File: config.mk
export PLATFORM = sky130hd
export DESIGN_NAME = gray_decode_scheduler
export DESIGN_NICKNAME = d
export VERILOG_FILES = /design/src/rtl/gray_decode_scheduler_pkg.sv /design/src/rtl/gray_decode_scheduler_core.sv /design/src/rtl/gray_decode_scheduler.sv
export SDC_FILE = /design/constraint.sdc
export NUM_CORES = 1
export LEC_CHECK = 0
export ABC_AREA = 1
export BUFFER_PORTS_ARGS = -buffer_cell sky130_fd_sc_hd__buf_4
export CORE_UTILIZATION = 45
export DETAILED_ROUTE_END_ITERATION = 8
export PLACE_DENSITY_LB_ADDON = 0.15
export SYNTH_ARGS = -nofsm -noshare
export SYNTH_HDL_FRONTEND = slang
export SYNTH_SLANG_ARGS = --single-unit
File: constraint.sdc
create_clock -name clk -period 1.13 [get_ports clk]
set_clock_uncertainty 0.05 [all_clocks]
set_input_delay 0.0565 -clock clk [delete_from_list [all_inputs] [get_ports clk]]
set_output_delay 0.0565 -clock clk [all_outputs]
set_load 0.02 [all_outputs]
File: src/rtl/gray_decode_scheduler_pkg.sv
// Shared types and reference conversion for the Gray decode scheduler.
// Latency: n/a (declarations and a combinational helper only).
// Backpressure: n/a.
package gds_pkg;

  localparam int NREQ = 4;
  localparam int W    = 4;

  typedef enum logic [1:0] {
    IDLE = 2'd0,
    CONV = 2'd1,
    DONE = 2'd2
  } state_t;

  // Gray to binary: the MSB passes through, and each lower bit is XORed with the binary bit above it.
  function automatic logic [W-1:0] gray2bin(input logic [W-1:0] g);
    logic [W-1:0] b;
    b[W-1] = g[W-1];
    for (int i = W - 2; i >= 0; i--) begin
      b[i] = g[i] ^ b[i+1];
    end
    return b;
  endfunction

endpackage

File: src/rtl/gray_decode_scheduler_core.sv
// Shared Gray-to-binary conversion datapath, used by every requester in turn.
// Latency: purely combinational, no registers.
// Backpressure: none; the scheduler decides when the result is captured.
module gray2bin_core
  import gds_pkg::*;
(
  input  logic [W-1:0] gray,
  output logic [W-1:0] bin
);

  assign bin = gray2bin(gray);

endmodule

File: src/rtl/gray_decode_scheduler.sv
// Arbitrates four Gray-word requesters onto one conversion core and returns binary results tagged with the requester index.
// Latency: grant in cycle N, conversion in N+1, out_valid in N+2; with out_ready held high a new grant is possible every 3 cycles.
// Backpressure: DONE holds its result while out_ready is low, and no new grant is made until the result handshake completes.
// Build option GDS_ROUND_ROBIN_EN: when defined, round-robin arbitration; otherwise fixed priority with requester 0 highest.
module gray_decode_scheduler
  import gds_pkg::*;
(
  input  logic              clk,
  input  logic              rst,
  input  logic [NREQ-1:0]   req_valid,
  input  logic [NREQ*W-1:0] req_gray,
  output logic [NREQ-1:0]   req_ready,
  output logic              out_valid,
  input  logic              out_ready,
  output logic [W-1:0]      out_binary,
  output logic [1:0]        out_id,
  output logic              busy
);

  state_t       state_q, state_d;
  logic [W-1:0] gray_q, bin_q, conv_bin;
  logic [1:0]   id_q;
  logic [1:0]   grant_idx;
  logic         grant_any;
  logic         grant;

`ifdef GDS_ROUND_ROBIN_EN
  logic [1:0] ptr_q;
  logic [1:0] cand;

  // Round-robin pick: search upward from the pointer and wrap around.
  always_comb begin
    grant_any = 1'b0;
    grant_idx = ptr_q;
    cand      = '0;
    for (int k = 0; k < NREQ; k++) begin
      cand = ptr_q + 2'(k);
      if (!grant_any && req_valid[cand]) begin
        grant_any = 1'b1;
        grant_idx = cand;
      end
    end
  end

  // The pointer moves past the granted requester, and only when a grant is made.
  always_ff @(posedge clk) begin
    if (rst) begin
      ptr_q <= '0;
    end else if (grant) begin
      ptr_q <= grant_idx + 2'd1;
    end
  end
`else
  // Fixed priority: the lowest-numbered valid requester wins, so it is scanned last.
  always_comb begin
    grant_any = 1'b0;
    grant_idx = '0;
    for (int k = NREQ - 1; k >= 0; k--) begin
      if (req_valid[k]) begin
        grant_any = 1'b1;
        grant_idx = 2'(k);
      end
    end
  end
`endif

  // A grant is only possible in IDLE, and reset overrides it in the same cycle.
  assign grant = (state_q == IDLE) && grant_any && !rst;

  // Next-state logic and the one-hot req_ready.
  always_comb begin
    state_d   = state_q;
    req_ready = '0;
    case (state_q)
      IDLE: begin
        if (grant) begin
          req_ready[grant_idx] = 1'b1;
          state_d              = CONV;
        end
      end
      CONV:    state_d = DONE;
      DONE:    if (out_ready) state_d = IDLE;
      default: state_d = IDLE;
    endcase
  end

  // State register.
  always_ff @(posedge clk) begin
    if (rst) begin
      state_q <= IDLE;
    end else begin
      state_q <= state_d;
    end
  end

  gray2bin_core u_core (
    .gray (gray_q),
    .bin  (conv_bin)
  );

  // Capture the granted word and its index, then register the converted value in CONV.
  always_ff @(posedge clk) begin
    if (rst) begin
      gray_q <= '0;
      id_q   <= '0;
      bin_q  <= '0;
    end else begin
      if (grant) begin
        gray_q <= req_gray[grant_idx*W +: W];
        id_q   <= grant_idx;
      end
      if (state_q == CONV) begin
        bin_q <= conv_bin;
      end
    end
  end

  assign out_valid  = (state_q == DONE);
  assign out_binary = bin_q;
  assign out_id     = id_q;
  assign busy       = (state_q != IDLE);

endmodule

==> qor.yml <==
power_and_ir_drop:
  p_total_mw: 1.40
  p_per_area_mw_per_mm2: 1100
  p_leak_nw: 0.730
  irDropWorstVdd_mv: 0.849
clocking:
  clockRootBuffer: "clkbuf_4"
  cts_tree: "done"
  path_clk_slew_ns: 0.07
  clock-sinks: 12
  numCtsBuffers: 3
  h-tree-depth: 1
  clk_latency_ns: 0.28
  ctsLongestPathBuffers: 2
placed_design:
  post-place-ws_ns: -0.0300
  dp.final_hpwl_um: 1550
  place.gp.congestion: 0.776
  dp.cells: 186
  port_buffers: 34
floorplanning:
  core_mm2: 0.00156
  start_util: 0.494
  die_x_um: 43.4
  die_area_mm2: 0.00188
  rows: 14
  die_h_um: 43.4
  io_pins: 35
run_status:
  violations: "design-rule violations, negative setup slack"
  status: "complete, but fails checks"
critical_path:
  arrival_ns: 1.27
  setup.worst_path.start_class: "register"
  crit_type: "register to primary output"
  crit_chain: "nor2_4 -> buf_4 -> o211ai_1 -> nor2_1 -> buf_4"
  cp_slowest_cell: "dfxtp_2"
  end_kind: "primary output"
  required_ns: 1.02
  critPathMostFrequentCell: "buf_4"
  worstPathMaxFanout: 3
  slowest_delay_ns: 0.34
logic_synthesis:
  synth_cell_types: 20
  syn-num-nets: 150
  synthesis.area_um2: 769
  ys_warn_count: 0
  yosys.area.top_type: "dfxtp_1"
  ys_ff_latch: 12
  seq_area_frac_synth: 0.312
  synthCells: 127
  syn_area_per_cell_um2: 6.06
  synthTopCellsByArea: "dfxtp_1 (31%), nand2_1 (19%), nand3_1 (16%), inv_1 (10%), nor2_1 (4.4%)"
  synth_top_area_share: 0.312
global_route:
  grt_usage: 0.236
  grt_pass1_wl_um: 3270
  grt_max_degree: 9
  grt_pass1_vias: 868
  antenna_found_initial: 0
  grt_overflow: 0
timing:
  slew_headroom: 0.842
  final_max_slew_viol_count: 0
  finalWorstSetupSlack_ns: -0.246
  period_share: 1.22
  clock.fmax_ghz: 0.727
  fin_crit_ns: 1.38
  rsz0062_at_grt: "true"
  hold_viol: 0
  worst_pin_slew_ns: 0.237
  setup_viol: 9
route:
  first_pass_iters: 6
  vias: 981
  drc: 2
  drt_iter0_markers: 14
  top_layer: "met4"
  routed_wl_um: 2220
  viasPerCell: 4.98
  wl_met2_um: 1220
  wl_met1_um: 877
  wl_met3_um: 107
  postRouteAntennaNets: 0
  wl_per_cell_um: 11.3
finish:
  stdcell_count: 197
  drive_above_1_share: 0.436
  area_growth_pct: 66.7
  utilization: 0.823
  antenna_cells: 0
  nets: 205
job:
  cap_violations: 0
min_path:
  hp-class: "input pin to register"
==> worst paths after layout <==
check	start	endpoint	slack [ns]	cells after the start
max	state_q[1]	req_ready[0]	-0.25	5
min	out_ready	state_q[1]	0.05	3
max reg2reg	state_q[1]	gray_q[3]	-0.07	8
min reg2reg	out_id[0]	out_id[0]	0.42	2
==> cells in the mapped netlist <==
master     n
a21oi_1    2
buf_6      1
dfxtp_1   12
inv_1     21
inv_2      3
nand2_1   38
nand2_2    2
nand2_4    1
nand3_1   24
nand3_2    1
nand3b_1   1
nor2_1     9
nor2_2     2
nor2_4     1
nor3_1     2
nor3_2     1
o211ai_1   1
o21a_1     1
o21ai_0    3
or2_1      1
==> cells in the final DEF (no fill, tap or decap), types with 2 or more instances in the layout <==
| master | instances |
|---|---|
| inv_1 | 19 |
| nor2_4 | 4 |
| inv_2 | 4 |
| nor3_1 | 2 |
| dfxtp_1 | 10 |
| nor2_2 | 3 |
| nor2_1 | 5 |
| clkbuf_4 | 3 |
| nand3_1 | 24 |
| o21ai_2 | 3 |
| buf_6 | 7 |
| buf_4 | 43 |
| nand2_1 | 36 |
| nand2_2 | 4 |
| dfxtp_2 | 2 |
==> area by class of cell <==
class,count,area [µm²]
clock buffers,4,36.3
fillers,115,277
inverters,24,92.6
multi-input cells,90,479
flip-flops and latches,12,243
well taps,16,20.0
repair buffers,51,412
==> per-layer routing <==
layer  track usage  up-vias
li1              -      507
met1         0.234      447
met2         0.430       24
met3         0.100        3
met4        0.0938        0
met5             0        -
==> logic make-up (layout without fill, tap and decap cells) <==
| kind of cell | after synthesis | count (layout) | synth area share |
|---|---|---|---|
| DFF | 12 | 12 | 0.312 |
| buffers and inverters | 25 | 79 | 0.132 |
| and+or+nand+nor | 83 | 83 | 0.504 |
| AOI/OAI and AO/OA | 7 | 7 | 0.0520 |
==> critical path: cells and delay by family, from the launching register on <==
family                 cells  cell delay, ns
buffers and inverters      2            0.29
DFF                        1            0.34
and+or+nand+nor            2            0.27
AOI/OAI and AO/OA          1            0.10
==> sequential cells by signal (all words and copies together) (netlist names) <==
name        cells
state_q         2
out_binary      4
out_id          2
gray_q          4
==> repair_timing <==
action                                  in CTS  in global routing
buffers inserted                             3                  3
resized for setup                            7                 20
hold buffers                                 1                  0
endpoints found under the setup margin       8                 13
pin swaps                                    3                  6
endpoints found under the hold margin        1                  0
==> metrics by stage <==
stage                     cell area, µm²  TNS [ns]  hold WS, ns
after detailed placement            1120   -0.0619        0.274
after CTS                           1210    -0.970       0.0279
after global routing                1280     -1.94       0.0374
after floorplan                      778   -0.0224        0.155
final                               1280     -1.20       0.0477
after global placement              1120         0        0.264
==> power breakdown <==
| group | leakage [nW] | internal (mW) | switching (mW) |
|---|---|---|---|
| Clock | 0.0210 | 0.197 | 0.156 |
| Combinational | 0.609 | 0.266 | 0.285 |
| Sequential | 0.0994 | 0.469 | 0.0329 |
Power figures use the tool's default switching activity.
